`src/rtl/fp32_add_unit.sv`:
```
// fp32_add_unit: IEEE-754 binary32 adder. Results are truncated toward zero,
// and subnormal operands are flushed to zero.
// The operation takes a fixed number of cycles:
//   IDLE (capture) -> ALIGN -> ADD -> NORM -> DONE -> outputs.
// data_valid_o rises 4 edges after the edge that captured the start strobe.
// Ports:
//   clk_i, rst_i (async, active-low)
//   data_valid_i, x_i, y_i        : start strobe and operands, sampled in IDLE
//   data_valid_o                  : one-cycle done pulse
//   z_o                           : result, held until the next completion
//   except_invalid_operation_o    : NaN operand or inf+inf (any signs)
//   except_overflow_o             : result exponent reached 255
module fp32_add_unit (
    input  logic        clk_i,
    input  logic        rst_i,
    input  logic        data_valid_i,
    input  logic [31:0] x_i,
    input  logic [31:0] y_i,
    output logic        data_valid_o,
    output logic [31:0] z_o,
    output logic        except_invalid_operation_o,
    output logic        except_overflow_o
);

    localparam int unsigned WORD_W = 32;
    localparam int unsigned EXP_W  = 8;
    localparam int unsigned FRAC_W = 23;
    localparam int unsigned SIG_W  = 24;
    localparam int unsigned LZ_W   = 5;
    localparam int unsigned EXPN_W = 10;

    typedef enum logic [2:0] {
        ST_IDLE,
        ST_ALIGN,
        ST_ADD,
        ST_NORM,
        ST_DONE
    } state_t;

    state_t state_q, state_d;

    logic [WORD_W-1:0] x_q, y_q;
    logic              spec_q, spec_inv_q, sign_q, sub_q;
    logic [WORD_W-1:0] spec_z_q;
    logic [EXP_W-1:0]  exp_big_q;
    logic [SIG_W-1:0]  sig_big_q, sig_small_q;
    logic [SIG_W:0]    sum_q;
    logic [WORD_W-1:0] res_z_q;
    logic              res_inv_q, res_ovf_q;

    // State register
    always_ff @(posedge clk_i or negedge rst_i) begin
        if (!rst_i) state_q <= ST_IDLE;
        else        state_q <= state_d;
    end

    // Next-state logic; the start strobe only matters in IDLE
    always_comb begin
        state_d = state_q;
        case (state_q)
            ST_IDLE:  if (data_valid_i) state_d = ST_ALIGN;
            ST_ALIGN: state_d = ST_ADD;
            ST_ADD:   state_d = ST_NORM;
            ST_NORM:  state_d = ST_DONE;
            ST_DONE:  state_d = ST_IDLE;
            default:  state_d = ST_IDLE;
        endcase
    end

    // Unpack, classify, order and align the captured operands
    logic [EXP_W-1:0]  x_exp, y_exp, exp_small, exp_big, exp_shift;
    logic [FRAC_W-1:0] x_frac, y_frac;
    logic              x_nan, y_nan, x_inf, y_inf, x_zero, y_zero, x_big;
    logic [SIG_W-1:0]  sig_big, sig_small, sig_small_al;
    logic              special, special_inv;
    logic [WORD_W-1:0] special_z;

    always_comb begin
        x_exp  = x_q[30:23];
        y_exp  = y_q[30:23];
        x_frac = x_q[22:0];
        y_frac = y_q[22:0];
        x_nan  = (x_exp == 8'hFF) && (x_frac != '0);
        y_nan  = (y_exp == 8'hFF) && (y_frac != '0);
        x_inf  = (x_exp == 8'hFF) && (x_frac == '0);
        y_inf  = (y_exp == 8'hFF) && (y_frac == '0);
        x_zero = (x_exp == '0);
        y_zero = (y_exp == '0);
        x_big  = (x_q[30:0] >= y_q[30:0]);

        exp_big   = x_big ? x_exp : y_exp;
        exp_small = x_big ? y_exp : x_exp;
        sig_big   = x_big ? {~x_zero, x_frac} : {~y_zero, y_frac};
        sig_small = x_big ? {~y_zero, y_frac} : {~x_zero, x_frac};
        exp_shift = exp_big - exp_small;
        // No guard/sticky: bits shifted past the LSB are simply lost
        sig_small_al = (exp_shift >= EXP_W'(SIG_W)) ? '0 : (sig_small >> exp_shift);

        special     = 1'b1;
        special_inv = 1'b0;
        special_z   = '0;
        if (x_nan || y_nan || (x_inf && y_inf)) begin
            special_inv = 1'b1;
            special_z   = 32'h7FFF_FFFF;
        end else if (x_inf) begin
            special_z = x_q;
        end else if (y_inf) begin
            special_z = y_q;
        end else if (x_zero) begin
            special_z = y_q;
        end else if (y_zero) begin
            special_z = x_q;
        end else begin
            special = 1'b0;
        end
    end

    // Normalize the magnitude sum and pack the result word
    logic [LZ_W-1:0]   lz;
    logic [EXPN_W-1:0] exp_n;
    logic [FRAC_W-1:0] frac_n;
    logic [WORD_W-1:0] res_z;
    logic              res_inv, res_ovf;

    always_comb begin
        lz = '0;
        for (int i = 0; i < int'(SIG_W); i++) begin
            if (sum_q[i]) lz = LZ_W'(int'(SIG_W) - 1 - i);
        end
        if (sum_q[SIG_W]) begin
            frac_n = sum_q[SIG_W-1:1];
            exp_n  = EXPN_W'(exp_big_q) + EXPN_W'(1);
        end else begin
            frac_n = FRAC_W'(sum_q[SIG_W-1:0] << lz);
            exp_n  = EXPN_W'(exp_big_q) - EXPN_W'(lz);
        end

        res_z   = '0;
        res_inv = 1'b0;
        res_ovf = 1'b0;
        if (spec_q) begin
            res_z   = spec_z_q;
            res_inv = spec_inv_q;
        end else if (sum_q == '0) begin
            res_z = '0;
        end else if (exp_n[EXPN_W-1] || (exp_n == '0)) begin
            // Exponent wrapped negative or hit zero: flush to signed zero
            res_z = {sign_q, 31'b0};
        end else if (exp_n >= EXPN_W'(255)) begin
            res_z   = {sign_q, 8'hFF, 23'b0};
            res_ovf = 1'b1;
        end else begin
            res_z = {sign_q, exp_n[EXP_W-1:0], frac_n};
        end
    end

    // Datapath registers, one stage loaded per state
    always_ff @(posedge clk_i or negedge rst_i) begin
        if (!rst_i) begin
            x_q                        <= '0;
            y_q                        <= '0;
            spec_q                     <= 1'b0;
            spec_inv_q                 <= 1'b0;
            spec_z_q                   <= '0;
            sign_q                     <= 1'b0;
            sub_q                      <= 1'b0;
            exp_big_q                  <= '0;
            sig_big_q                  <= '0;
            sig_small_q                <= '0;
            sum_q                      <= '0;
            res_z_q                    <= '0;
            res_inv_q                  <= 1'b0;
            res_ovf_q                  <= 1'b0;
            z_o                        <= '0;
            data_valid_o               <= 1'b0;
            except_invalid_operation_o <= 1'b0;
            except_overflow_o          <= 1'b0;
        end else begin
            data_valid_o <= 1'b0;
            case (state_q)
                ST_IDLE: begin
                    if (data_valid_i) begin
                        x_q <= x_i;
                        y_q <= y_i;
                    end
                end
                ST_ALIGN: begin
                    spec_q      <= special;
                    spec_inv_q  <= special_inv;
                    spec_z_q    <= special_z;
                    sign_q      <= x_big ? x_q[31] : y_q[31];
                    sub_q       <= x_q[31] ^ y_q[31];
                    exp_big_q   <= exp_big;
                    sig_big_q   <= sig_big;
                    sig_small_q <= sig_small_al;
                end
                ST_ADD: begin
                    // Big operand is never smaller, so the difference cannot wrap
                    sum_q <= sub_q ? ({1'b0, sig_big_q} - {1'b0, sig_small_q})
                                   : ({1'b0, sig_big_q} + {1'b0, sig_small_q});
                end
                ST_NORM: begin
                    res_z_q   <= res_z;
                    res_inv_q <= res_inv;
                    res_ovf_q <= res_ovf;
                end
                ST_DONE: begin
                    z_o                        <= res_z_q;
                    except_invalid_operation_o <= res_inv_q;
                    except_overflow_o          <= res_ovf_q;
                    data_valid_o               <= 1'b1;
                end
                default: ;
            endcase
        end
    end

endmodule

```
`config.mk`:
```
export PLATFORM = sky130hd
export DESIGN_NAME = fp32_add_unit
export DESIGN_NICKNAME = d
export VERILOG_FILES = /design/src/rtl/fp32_add_unit.sv
export SDC_FILE = /design/constraint.sdc
export NUM_CORES = 1
export LEC_CHECK = 0
export ABC_AREA = 1
export BUFFER_PORTS_ARGS = -buffer_cell sky130_fd_sc_hd__buf_2
export CAP_MARGIN = 30
export CORE_MARGIN = 4
export CORE_UTILIZATION = 45
export DETAILED_ROUTE_END_ITERATION = 6
export SLEW_MARGIN = 0
export SYNTH_ARGS = -nofsm -noshare
export SYNTH_HDL_FRONTEND = slang
export SYNTH_SLANG_ARGS = --single-unit
```
`constraint.sdc`:
```
create_clock -name clk_i -period 11.7 [get_ports clk_i]
set_input_delay 1.17 -clock clk_i [delete_from_list [all_inputs] [get_ports clk_i]]
set_output_delay 1.17 -clock clk_i [all_outputs]
set_load 0.05 [all_outputs]
```
-- Yosys cells after proc, flatten, opt, wreduce, memory -nomap -nowiden
Index checks and enable logic that the tools add are counted.
Widths: inputs -> output; s select.
- equality and inequality tests: 7
- reduce and logical (&&, ||, !) cells: 18
- add/sub/neg operators: 5
- order comparisons: 3
- bitwise logic cells: 3
- shift operators: 2
- muxes and demuxes: 56
- operators with widths (operator ; number):
    $mux 32 ; 7
    $mux 5 ; 24
    $mux 24 ; 3
    $mux 31 ; 2
    $logic_not 23->1 ; 2
    $reduce_bool 23->1 ; 2
    $ge 31x31->1 ; 1
    $add 24x24->25 ; 1
    $logic_not 25->1 ; 1
    $mux 25 ; 1
    $sub 24x24->25 ; 1
    $shl 24x5->23 ; 1
    $shr 24x8->24 ; 1
    $mux 23 ; 1
    $eq 8x8->1 const B ; 2
    $logic_not 8->1 ; 2
    $mux 8 ; 2
    $mux 1 ; 13
    $pmux 3 s4 ; 1
    $ge 10x8->1 const B ; 1
    $logic_not 10->1 ; 1
    $mux 10 ; 1
    $add 8x1->9 const B ; 1
    $sub 8x5->9 ; 1
    13 further kinds ; 21
- logic and storage cells: 113
- output and inout bits: 35
- bits in registers: 253

-- Longest topological paths before layout
Gate-level depths: netlist of run 1.
- word-level depth: 31
- mapped depth: 42
- gate-level depth less buffers: 40

-- Worst setup path before layout of run 1
OpenSTA, ideal clock, no wires.
- kind: register to register
- start: reg sum_q[2]
- end: reg res_z_q[14]
- data required time: 11.561 ns
- arrival: 4.568 ns
- path buffers: 2
- stages on the path, launching flop included: 39
- setup slack: 6.994 ns
- cells stage by stage: dfrtp_1 inv_1 nand2_1 nand2_1 nand2_1 nand2_1 nand2_1 nand2_1 nand2_1 nand2_1 nand2_1 nand2_1 nand2_1 nand2_1 nand2_1 nand2_1 nand2_1 nand2_1 [3 not listed] nand2_1 nand2_1 buf_2 ha_1 fa_1 o31ai_1 inv_1 nor2_1 o32ai_1 xor2_1 nand3_1 o41ai_2 nor3_1 inv_2 buf_1 a21oi_1 nand2_1 a22oi_1
- longest elaborated chain between the ends: 29
- ends and longest elaborated chain (element ; line ; text):
    start, declared ; 47 ; logic [SIG_W:0] sum_q;
    start signal, assigned ; 199 ; sum_q <= sub_q ? ({1'b0, sig_big_q} - {1'b0, sig_small_q})
    $mux 5 (22 in series) ; 128 ; if (sum_q[i]) lz = LZ_W'(int'(SIG_W) - 1 - i);
    $sub 8x5->9 ; 135 ; exp_n = EXPN_W'(exp_big_q) - EXPN_W'(lz);
    $mux 10 ; 130 ; if (sum_q[SIG_W]) begin
    $ge 10x8->1 or $logic_not 10->1 (tied branches) ; 149, 146 ;
    $mux 31 or $logic_or 1x1->1 (tied branches) ; 149, 146 ;
    $mux 31 ; 146 ; end else if (exp_n[EXPN_W-1] || (exp_n == '0)) begin
    $mux 32 (*) ; 144 ; end else if (sum_q == '0) begin
    $mux 32 (*) ; 141 ; if (spec_q) begin
    end signal, assigned ; 203 ; res_z_q <= res_z;
    end, declared ; 48 ; logic [WORD_W-1:0] res_z_q;
Every way passes the cells marked *; elsewhere a longest branch is shown, timed or not.
A chain may end at the register's enable or synchronous reset.

-- Worst setup path after layout of run 1
- start: reg sum_q[2]
- end: reg res_z_q[9]
Same word-level chain as after synthesis.

==> results by stage, run 1 <==
Run status:
- The flow ran to the end, and the final reports show no timing, DRC or antenna violations.

Placement:
- The number of port buffers is 101.
- The congestion estimate from routability-driven global placement came to 0.927.
- The post-DP HPWL is 43.6 mm.
- Counting tap cells, the placed design contains a total of 2807 instances.
- The setup slack at placement is ~5.9 ns.

Floorplanning:
- The floorplan step set the die height to 199 microns.
- The area of the core is ~36000 sq um.
- The die is between 150 and 200 microns wide.
- After floorplanning, the core was divided into 69 placement rows.
- The total die area is a little under 40000 sq um.
- The starting utilization of the core area is 0.461.
- The I/O pin count is roughly 100.

Timing:
- Once routing completed, OpenROAD measured the worst setup slack at around 5.8 ns.
- The worst pin sits at a relative slew slack of 0.368.
- The achievable frequency is about 170 MHz.
- Setup repair after global routing left no endpoint under its margin.
- The count of endpoints failing setup in the final report is 0.
- The minimum clock period is 5.93 ns.
- The worst-case clock skew is 0.0223 ns.
- The hold violation total from the final report is 0.
- The count of final max-slew check failures is 0.
- In the finished design, the share of the clock period the worst path needs comes to 0.507.
- At the pin with the least slew margin, the transition time is ~0.95 ns.
- Adding up every negative setup slack in the final design gives 0 ns.

Critical path:
- STA classifies the critical path endpoint as a register.
- The element type at the critical path start is a register.
- For the worst setup path, the data required time is about 12 ns.
- The cell family with the largest share of critical-path delay is simple AND/OR/NAND/NOR gates.
- Of all nets on the critical path, the largest fanout is 19.
- The slowest cell on the critical path is sky130_fd_sc_hd__o41ai_2.
- Data arrives at the worst endpoint at between 6 and 7 ns.
- The critical path buffer and inverter count is 5.
- The worst setup path is of the reg -> reg kind.
- On the worst path, the slowest cell contributes a delay of just under 0.6 ns.
- In this design, the critical path's most frequently occurring cell is sky130_fd_sc_hd__nand2_1.
- Tracing the worst setup path back leads to its startpoint at sum_q[2]$_DFFE_PN0N_.
- The source of the worst register-to-register timing path is sum_q[2]$_DFFE_PN0N_.

Synth:
- The share of synthesized flip-flops with an asynchronous set or reset is 1.00.
- The instance count of the mapped netlist is 2338.
- The mean area per synthesized cell is approximately 7.1 sq um.
- During synthesis, Yosys emitted a total of 0 warnings.
- The dominant cell type by area after synthesis is sky130_fd_sc_hd__dfrtp_1.
- The most used flip-flop cell after synthesis is sky130_fd_sc_hd__dfrtp_1.
- The synthesis-stage register bit count is about 250.
- In this run, synthesis inferred 0 flip-flops with an integrated enable.
- The number of distinct library cells after synthesis is 50.
- Of the synthesized area, sequential elements account for 0.384.
- The mapped netlist covers about 16000 sq um.
- Ranked by instance count, the synthesized netlist is headed by sky130_fd_sc_hd__nand2_1 (602), sky130_fd_sc_hd__dfrtp_1 (253), sky130_fd_sc_hd__nand3_1 (249).
- The most frequent cell after synthesis is sky130_fd_sc_hd__nand2_1.
- The number of nets in the synthesized netlist is roughly 2500.
- Yosys attributes the largest share of cell area to sky130_fd_sc_hd__dfrtp_1 (38%), sky130_fd_sc_hd__nand2_1 (14%), sky130_fd_sc_hd__nand3_1 (7.6%).
- The portion of synthesized cell area occupied by the leading cell type is 0.384.

Detailed routing:
- The post-detailed-route count of antenna-violating nets is 0.
- The total wire length after detailed routing is 58.0 mm.
- For this run, design rule violations remaining after detail routing come to 0.
- After detailed routing, the number of vias per cell comes to ~5.7.
- The first-iteration detailed-routing DRC count is roughly 1600.
- The routed layout has around 16000 vias.
- The first TritonRoute pass finished after 5 iterations.
- Dividing the detail-routed wire length by the instance count gives between 20 and 25 microns.

Layout:
- In the final design database the tool counted around 2500 nets.
- The final non-filler cell total is around 2900.
- Relative to the synthesized area, the layout overhead comes to 11.9%.
- Of the cells placed in the final design, the portion with a size suffix greater than 1 is 0.0915.
- The number of antenna diodes in the final layout is 0.

Clock tree:
- The number of resized instances in the post-cts repair step is 0.
- Clock tree synthesis selected as its root buffer the cell sky130_fd_sc_hd__clkbuf_16.
- In this run the number of H-tree levels came out at 1.
- The number of buffers created by CTS is 30.
- The quantity of hold-fixing buffers added after cts is 0.
- The clock network latency to the later pin of the worst-skew pair is between 0.5 and 0.6 ns.
- The maximum buffer depth of the clock tree is 3.
- The CTS tree is done.
- Counting every sink on the clock net gives between 200 and 300.
- The number of post-CTS setup repair buffers is 0.
- The clock transition time at the flip-flop clock pins of the worst setup and hold paths is 0.06 ns.

GRT:
- The initial antenna violation count is 0.
- Entering global routing, the biggest net connects between 100 and 150 pins.
- The aggregate global routing overflow is 0.
- The global-route usage over all layers is 0.288.
- The number of global-route vias before repair is approximately 15000.
- The first global-routing pass estimated ~90 mm of wire.

Min path:
- The startpoint of the worst hold path is z_o[21]$_DFFE_PN0P_.
- The min-delay analysis places its worst path in the category reg -> reg.

Job:
- Max-cap violations in this run came to 0.
cell families (layout without fill, tap and decap cells):
| kind of cell | after synthesis | count (layout) | synth area share |
|---|---|---|---|
| buffers and inverters | 332 | 399 | 0.0777 |
| DFF | 253 | 253 | 0.384 |
| adders and majority gates | 66 | 66 | 0.0510 |
| and+or+nand+nor | 1116 | 1116 | 0.290 |
| xor gates and xnor gates | 50 | 50 | 0.0265 |
| AOI/OAI and AO/OA | 521 | 521 | 0.171 |
worst paths after layout:
kind,to,slack (ns),depth (start not counted)
worst max-delay path,res_z_q[9]$_DFFE_PN0P_,5.77,38
max in group asynchronous,sig_small_q[14]$_DFFE_PN0P_,9.08,4
min in group asynchronous,z_o[23]$_DFFE_PN0P_,0.63,1
worst min register to register,z_o[21]$_DFFE_PN0P_,0.47,2
worst min-delay path,z_o[21]$_DFFE_PN0P_,0.47,2
worst max register to register,res_z_q[9]$_DFFE_PN0P_,5.77,38
metrics by stage:
stage	area, sq um	utilization	hold WS (ns)
5_1_grt	18500	0.515	0.496
6_report	18500	0.515	0.472
4_1_cts	18400	0.513	0.473
2_1_floorplan	16500	-	0.443
3_3_place_gp	17300	0.483	0.454
3_5_place_dp	17400	0.485	0.458
per-layer routing:
| metal | vias up | track usage | wire length [microns] |
|---|---|---|---|
| met4 | 0 | 0.0964 | 2220 |
| li1 | 7918 | - | - |
| met1 | 7620 | 0.417 | 26500 |
| met3 | 123 | 0.0351 | 3540 |
| met5 | - | 0 | 0 |
| met2 | 624 | 0.451 | 25700 |
layout by cell type (no fill, tap or decap), drive strengths merged, types with 5 or more instances in the layout:
| master | synthesis | layout |
|---|---|---|
| clkinv | 3 | 14 |
| clkbuf | 95 | 42 |
| nor2 | 173 | 173 |
| a22oi | 13 | 13 |
| nor4 | 20 | 20 |
| o21ai | 206 | 206 |
| o22ai | 10 | 10 |
| a21oi | 246 | 246 |
| buf | 21 | 127 |
| nor3 | 23 | 23 |
| nand3 | 255 | 255 |
| xor2 | 34 | 34 |
| nand2 | 607 | 607 |
| a31oi | 9 | 9 |
| o21bai | 5 | 5 |
| o311ai | 12 | 12 |
| dfrtp | 253 | 253 |
| xnor2 | 16 | 16 |
| ha | 64 | 64 |
| nand4 | 33 | 33 |
| o211ai | 8 | 8 |
| inv | 213 | 214 |
sequential cells by signal (all words and copies together) (netlist names):
signal,cells
sub_q,1
except_invalid_operation_o,1
data_valid_o,1
y_q,32
x_q,32
z_o,32
sig_big_q,24
sum_q,25
spec_q,1
res_z_q,32
sig_small_q,24
exp_big_q,8
except_overflow_o,1
spec_z_q,32
res_ovf_q,1
state_q,3
spec_inv_q,1
sign_q,1
res_inv_q,1
worst min-delay path, cell delays in order (launching register included):
cell and delay, ns:
sky130_fd_sc_hd__dfrtp_1 0.34, sky130_fd_sc_hd__nand2_1 0.05, sky130_fd_sc_hd__nand2_1 0.05
cell type report:
class,instances,area (sq um)
Multi-Input combinational cell,1753,8920
Inverter,216,811
Clock buffer,42,896
Tap cell,461,577
Fill cell,3590,17400
Clock inverter,14,111
Sequential cell,253,6330
Timing Repair Buffer,127,811
Power of run 1 is not shown: default switching activity piles up to over one toggle a cycle in this logic, so the estimate is an artifact.
==> run 2: changes to the inputs <==
clock period = 5.6 ns   (was 11.7 ns; I/O delays follow)
==> results by stage, run 2 (same netlist as run 1, synthesis figures left out) <==
Run status:
- The flow ran to the end, and the final reports show no timing, DRC or antenna violations.

Clock tree:
- CTS placed an instance of sky130_fd_sc_hd__clkbuf_16 at the clock tree root.
- After clock tree synthesis, the clock-pin slew on the worst setup and hold paths is around 0.050 ns.
- The CTS tree is done.
- The number of resized instances in the post-cts repair step is 0.
- The clock net sink count is around 250.
- The quantity of hold-fixing buffers added after cts is 0.
- The number of buffers created by CTS is 30.
- The number of setup buffers added after CTS is 0.
- For the worst-skew pair, the clock arrives at the later sink with an insertion delay of ~0.6 ns.
- The longest clock path from root to sink contains 3 buffers.
- The total number of H-tree levels is 1.

Layout:
- The count of fill cells added during filler insertion is ~3600.
- The layout cell share with drive strength beyond 1 is 0.0878.
- The final non-filler cell total is 2866.
- In the layout the commonest cells are sky130_fd_sc_hd__nand2_1 (602), sky130_fd_sc_hd__dfrtp_1 (253), sky130_fd_sc_hd__nand3_1 (248).
- The leading cell type in the layout, fill and taps excluded is sky130_fd_sc_hd__nand2_1.
- Compared with the post-synthesis result, the final layout area differs by 10.9%.
- Across the whole layout, storage elements account for between 6000 and 7000 sq um.
- Summing all multi-input logic gate instances after layout gives ~8900 sq um.
- The total number of nets in the final design is between 2000 and 3000.

Floorplanning:
- The starting utilization of the core area is 0.461.
- The width of the chip is 199 microns.
- The initialized floorplan defines 69 standard-cell rows.
- The die is about 200 microns tall.
- For this design the top-level I/O count stands at just over 100.
- The area of the core is approximately 36000 sq um.
- The die covers 39800 sq um.

Timing:
- Setup repair after global routing left no endpoint under its margin.
- The worst-case headroom to the max-slew limit is 0.365.
- The worst-case clock skew is approximately 0.037 ns.
- Static timing analysis puts the maximum clock frequency at approximately 220 MHz.
- Of the available clock period, the critical path in the final layout requires 0.827.
- The slew at the pin with the worst max-slew slack is 0.953 ns.
- Setup violations remaining at the end of the flow were counted as 0.
- The count of final max-slew check failures is 0.
- After routing, the total negative slack on setup checks comes to 0 ns.
- The minimum clock period is 4.63 ns.
- The hold violation total from the final report is 0.

Critical path:
- The endpoint identified for the worst register-to-register timing path is res_z_q[11]$_DFFE_PN0P_.
- The element type at the critical path start is a register.
- Counting both buffers and inverters, the worst setup path holds a total of 4.
- The endpoint type of the worst setup path is a register.
- The largest stage delay on the critical path is ~0.4 ns.
- On the critical path the largest part of the delay comes from simple AND/OR/NAND/NOR gates.
- In this run the critical register-to-register path is launched from sum_q[3]$_DFFE_PN0N_.
- The slack of the worst reg-to-reg path is just under 1 ns.
- In this run the worst path has a maximum fanout of 24.
- The slowest stage of the critical path belongs to the cell sky130_fd_sc_hd__dfrtp_1.
- The cell that appears most often on the critical path is sky130_fd_sc_hd__nand2_1.
- The critical path start-end classification is reg -> reg.
- The critical path arrival is ~5.1 ns.
- The data required time at the worst endpoint is slightly above 6 ns.
- The depth of the most critical reg-to-reg path is 39.

GRT:
- Entering global routing, the biggest net connects roughly 130 pins.
- In the global route stage, overall resource usage came out at 0.291.
- The number of global-route vias before repair was approximately 15000.
- The first global-routing pass estimated between 90 and 100 mm of wire.
- The initial antenna violation count came to 0.
- The aggregate global routing overflow is 0.

Detailed routing:
- For this block, wires on met1 add up to around 27 mm.
- Wires add up to just under 60 mm.
- Dividing the detail-routed wire length by the instance count gives a little over 20 microns.
- After detailed routing, the number of remaining DRC violations is 0.
- The met3 wire length is between 3 and 4 mm.
- Summing over every cut layer, the via total after detailed routing is between 15000 and 20000.
- The post-detailed-route count of antenna-violating nets is 0.
- The detailed-routing iteration count for the pre-antenna-repair pass is 5.
- After the first detailed-routing iteration, the DRC count stood at between 1500 and 2000.
- The top routing layer in use is met4.
- In the detailed route, the total length drawn on met2 is between 20 and 30 mm.
- Using the TritonRoute via totals, the vias-per-cell ratio works out to around 5.7.

Min path:
- The worst hold-check path type is in -> async.

Placement:
- The placed instance count is approximately 2800.
- The wire-length estimate of the detail-placed layout is around 44 mm.
- Port buffering added a little over 100 buffers.
- At the end of routability-driven placement, the weighted congestion stood at 0.965.

Job:
- Max-cap violations in this run came to 0.
==> run 2: cell type report <==
class / instances / share of cell area
diodes: 1 / 0.000137
repair buffers: 132 / 0.0416
clock buffers: 42 / 0.0446
well taps: 461 / 0.0315
multi-input cells: 1753 / 0.487
flip-flops and latches: 253 / 0.346
inverters: 216 / 0.0443
clock inverters: 8 / 0.00458
==> run 2: worst register-to-register path: cells and delay by family, from the launching register on <==
family	cells	cell delay, ns
compound gates	6	0.89
xor+xnor	1	0.18
fa+ha+maj	1	0.21
buf+inv	4	0.90
flops	1	0.39
simple gates	27	2.01
==> run 2: metrics by stage <==
step | hold slack [ns] | utilization | worst slack [ns] | cell area [sq um]
after global placement | 0.455 | 0.486 | 1.05 | 17400
final | 0.0512 | 0.511 | 0.969 | 18300
after CTS | 0.0998 | 0.511 | 0.964 | 18300
after global routing | 0.146 | 0.511 | 0.446 | 18300
after floorplan | 0.264 | - | 0.894 | 16500
after detailed placement | 0.460 | 0.486 | 0.989 | 17400
==> run 2: worst max path at each step <==
stage,startpoint,end,depth (start not counted)
2_1_floorplan,sum_q[2]$_DFFE_PN0N_,res_z_q[14]$_DFFE_PN0P_,38
3_3_place_gp,y_q[16]$_DFFE_PN0P_,sig_small_q[17]$_DFFE_PN0P_,21
3_5_place_dp,sum_q[0]$_DFFE_PN0N_,res_z_q[4]$_DFFE_PN0P_,37
4_1_cts,sum_q[0]$_DFFE_PN0N_,res_z_q[12]$_DFFE_PN0P_,37
5_1_grt,sum_q[1]$_DFFE_PN0N_,res_z_q[9]$_DFFE_PN0P_,39
6_report,sum_q[3]$_DFFE_PN0N_,res_z_q[11]$_DFFE_PN0P_,39
==> run 2: per-layer routing <==
| layer | GRT usage | up-vias |
|---|---|---|
| met1 | 0.418 | 7632 |
| li1 | - | 7918 |
| met3 | 0.0475 | 108 |
| met2 | 0.452 | 608 |
| met4 | 0.0956 | 0 |
| met5 | 0 | - |
Power of run 2 is left out for the same reason.
==> run 3: changes to the inputs <==
clock period = 3.78 ns   (was 5.6 ns; I/O delays follow)
==> results by stage, run 3 (same netlist as run 1, synthesis figures left out) <==
Critical path:
- The critical path is of the reg -> reg type.
- Data on the critical path is required at its endpoint by around 4.2 ns.
- The worst setup path is launched from a register.
- The largest driver fanout on the critical path is 10.
- The most critical setup path has its startpoint at sum_q[0]$_DFFE_PN0N_.
- The endpoint type of the worst setup path is a register.
- The source of the worst register-to-register timing path is sum_q[0]$_DFFE_PN0N_.
- The largest stage delay on the critical path is 0.40 ns.
- Across all register-to-register paths, the minimum setup slack is -0.32 ns.
- The critical path ends at res_z_q[11]$_DFFE_PN0P_.
- The endpoint of the worst register-to-register path is res_z_q[11]$_DFFE_PN0P_.
- The depth of the most critical reg-to-reg path is 39.
- The critical path arrival is 4.52 ns.
- The slowest stage of the critical path belongs to the cell sky130_fd_sc_hd__dfrtp_1.
- The most numerous cell type found on the critical path is sky130_fd_sc_hd__nand2_1.

Min path:
- The instance count along the most critical hold path is 3.
- The worst hold path belongs to the class in -> reg.

GRT:
- The most utilized layer in the global route result is met2.
- The routing usage on met2 is 0.466.
- Entering global routing, the biggest net connects between 100 and 150 pins.
- The met1 track demand over resource in global routing is 0.430.
- The met3 capacity usage during global routing is 0.0325.
- The aggregate global routing overflow is 0.
- The initial antenna violation count is 0.
- The number of global-route vias before repair is 16400.
- The first global-routing pass estimated approximately 90 mm of wire.
- The global-route usage over all layers is 0.295.

Placement:
- The post-DP HPWL is around 45 mm.
- The post-place instance area is approximately 19000 sq um.
- During placement, the flow inserted port buffers numbering around 100.
- The routability congestion estimate is 1.02.

Detailed routing:
- In this run the remaining antenna-violating nets after routing total 0.
- The number of vias in the routed layout is roughly 18000.
- The first-iteration detailed-routing DRC count is 1350.
- The detail-routed net length per standard cell is between 15 and 20 microns.
- The final layout contains routed wiring with a total length of 61.2 mm.
- For this run, design rule violations remaining after detail routing come to 0.
- After detailed routing, the number of vias per cell comes to ~5.6.
- The detailed-routing iteration count for the pre-antenna-repair pass is 6.

Clock tree:
- The clock transition time at the flip-flop clock pins of the worst setup and hold paths is roughly 0.070 ns.
- Clock tree synthesis inserted a total of 29 buffers.
- In this run the clock root is driven by a sky130_fd_sc_hd__clkbuf_16.
- The clock net sink count is 253.
- The maximum buffer depth of the clock tree is 3.
- In this run the number of H-tree levels came out at 1.
- For the worst-skew pair, the clock arrives at the later sink with an insertion delay of approximately 0.59 ns.
- The CTS tree is done.

Floorplanning:
- The area of the core is approximately 36000 sq um.
- The I/O pin count is around 100.
- The starting utilization of the core area is 0.461.
- The number of rows in the core area is a little under 70.
- The width of the chip is 199 microns.
- The total die area is approximately 40000 sq um.
- The die is around 200 microns tall.

Timing:
- Measured against its own limit, the worst slew margin works out to 0.229.
- Between clock sinks in the finished design, the worst skew comes to about 0.025 ns.
- Setup repair after global routing could not meet its margin everywhere.
- For the pin with the worst max-slew slack, the measured transition is 1.15 ns.
- The fraction of the cycle the final worst path needs is 1.09.
- Setup total negative slack on the finished layout was measured at -8.20 ns.
- The final-layout worst hold slack is between 0.03 and 0.04 ns.
- After layout, the worst setup slack is -0.324 ns.
- The count of endpoints failing setup in the final report is 32.
- The count of final max-slew check failures is 0.
- The minimum clock period is 4.10 ns.
- The hold violation total from the final report is 0.
- For this run, the top clock speed supported by timing is roughly 240 MHz.

Layout:
- The post-layout utilization of the core is 0.610.
- The combined flip-flop and latch cell area is between 6000 and 7000 sq um.
- Fill cells in the final layout number 3287.
- Once layout is done, the placed cells without fillers occupy about 22000 sq um.
- The multi-input logic area is 10200 sq um.
- Leaving out fill and tap cells, the most frequent cell in the layout is sky130_fd_sc_hd__nand2_1.
- The layout cell share with drive strength beyond 1 is 0.269.
- The area growth from synthesis to layout is 32.4%.
- The number of antenna diodes in the final layout is 0.
- In the layout the commonest cells are sky130_fd_sc_hd__nand2_1 (531), sky130_fd_sc_hd__buf_4 (254), sky130_fd_sc_hd__dfrtp_1 (251).
- At the end of the flow, the number of nets in the layout was between 2000 and 3000.

Job:
- The number of max-cap violations is 0.

Run status:
- The final reports fail on setup timing.
- The flow ran to the end, but the final reports show violations.
## run 3: what timing repair did
item                                    4_1_cts  5_1_grt
cloned                                        1        6
hold buffers                                  1        0
hold endpoints to repair                     98        0
buffers inserted                              4       39
pin swaps                                     5       88
resized for setup                            34      277
endpoints found under the setup margin       50       62
## run 3: layout make-up
cell class,count,area share
Clock buffer,40,0.0383
Clock inverter,13,0.00745
Inverter,216,0.0374
Multi-Input combinational cell,1753,0.467
Sequential cell,253,0.290
Tap cell,461,0.0264
Timing Repair Buffer,383,0.134
## run 3: worst min path at each step
stage | from | end | slack (ns)
after floorplan | rst_i | data_valid_o$_DFF_PN0_ | 0.08
after global placement | z_o[27]$_DFFE_PN0P_ | z_o[27]$_DFFE_PN0P_ | 0.46
after detailed placement | z_o[13]$_DFFE_PN0P_ | z_o[13]$_DFFE_PN0P_ | 0.46
after CTS | y_i[20] | y_q[20]$_DFFE_PN0P_ | 0.02
after global routing | x_i[28] | x_q[28]$_DFFE_PN0P_ | 0.03
final | y_i[26] | y_q[26]$_DFFE_PN0P_ | 0.04
## run 3: critical path, delay by kind of cell, from the launching register on
family	cells	cell delay, ns
xor gates and xnor gates	1	0.18
and+or+nand+nor	27	1.85
buffers and inverters	4	0.47
AOI/OAI and AO/OA	5	0.52
adders and majority gates	2	0.53
DFF	1	0.40
## run 3: routing by layer
layer | up-vias | share of wire | wire [microns]
li1 | 8443 | - | -
met1 | 8334 | 0.44 | 27200
met2 | 638 | 0.45 | 27600
met3 | 133 | 0.064 | 3950
met4 | 0 | 0.040 | 2450
met5 | - | 0 | 0
## run 3: through the flow
step	setup slack (ns)	std cells
2_1_floorplan	-0.458	2338
3_3_place_gp	-0.330	3015
3_5_place_dp	-0.417	3016
4_1_cts	-0.306	3075
5_1_grt	-0.650	3119
6_report	-0.324	3119
Power of run 3 is left out for the same reason.
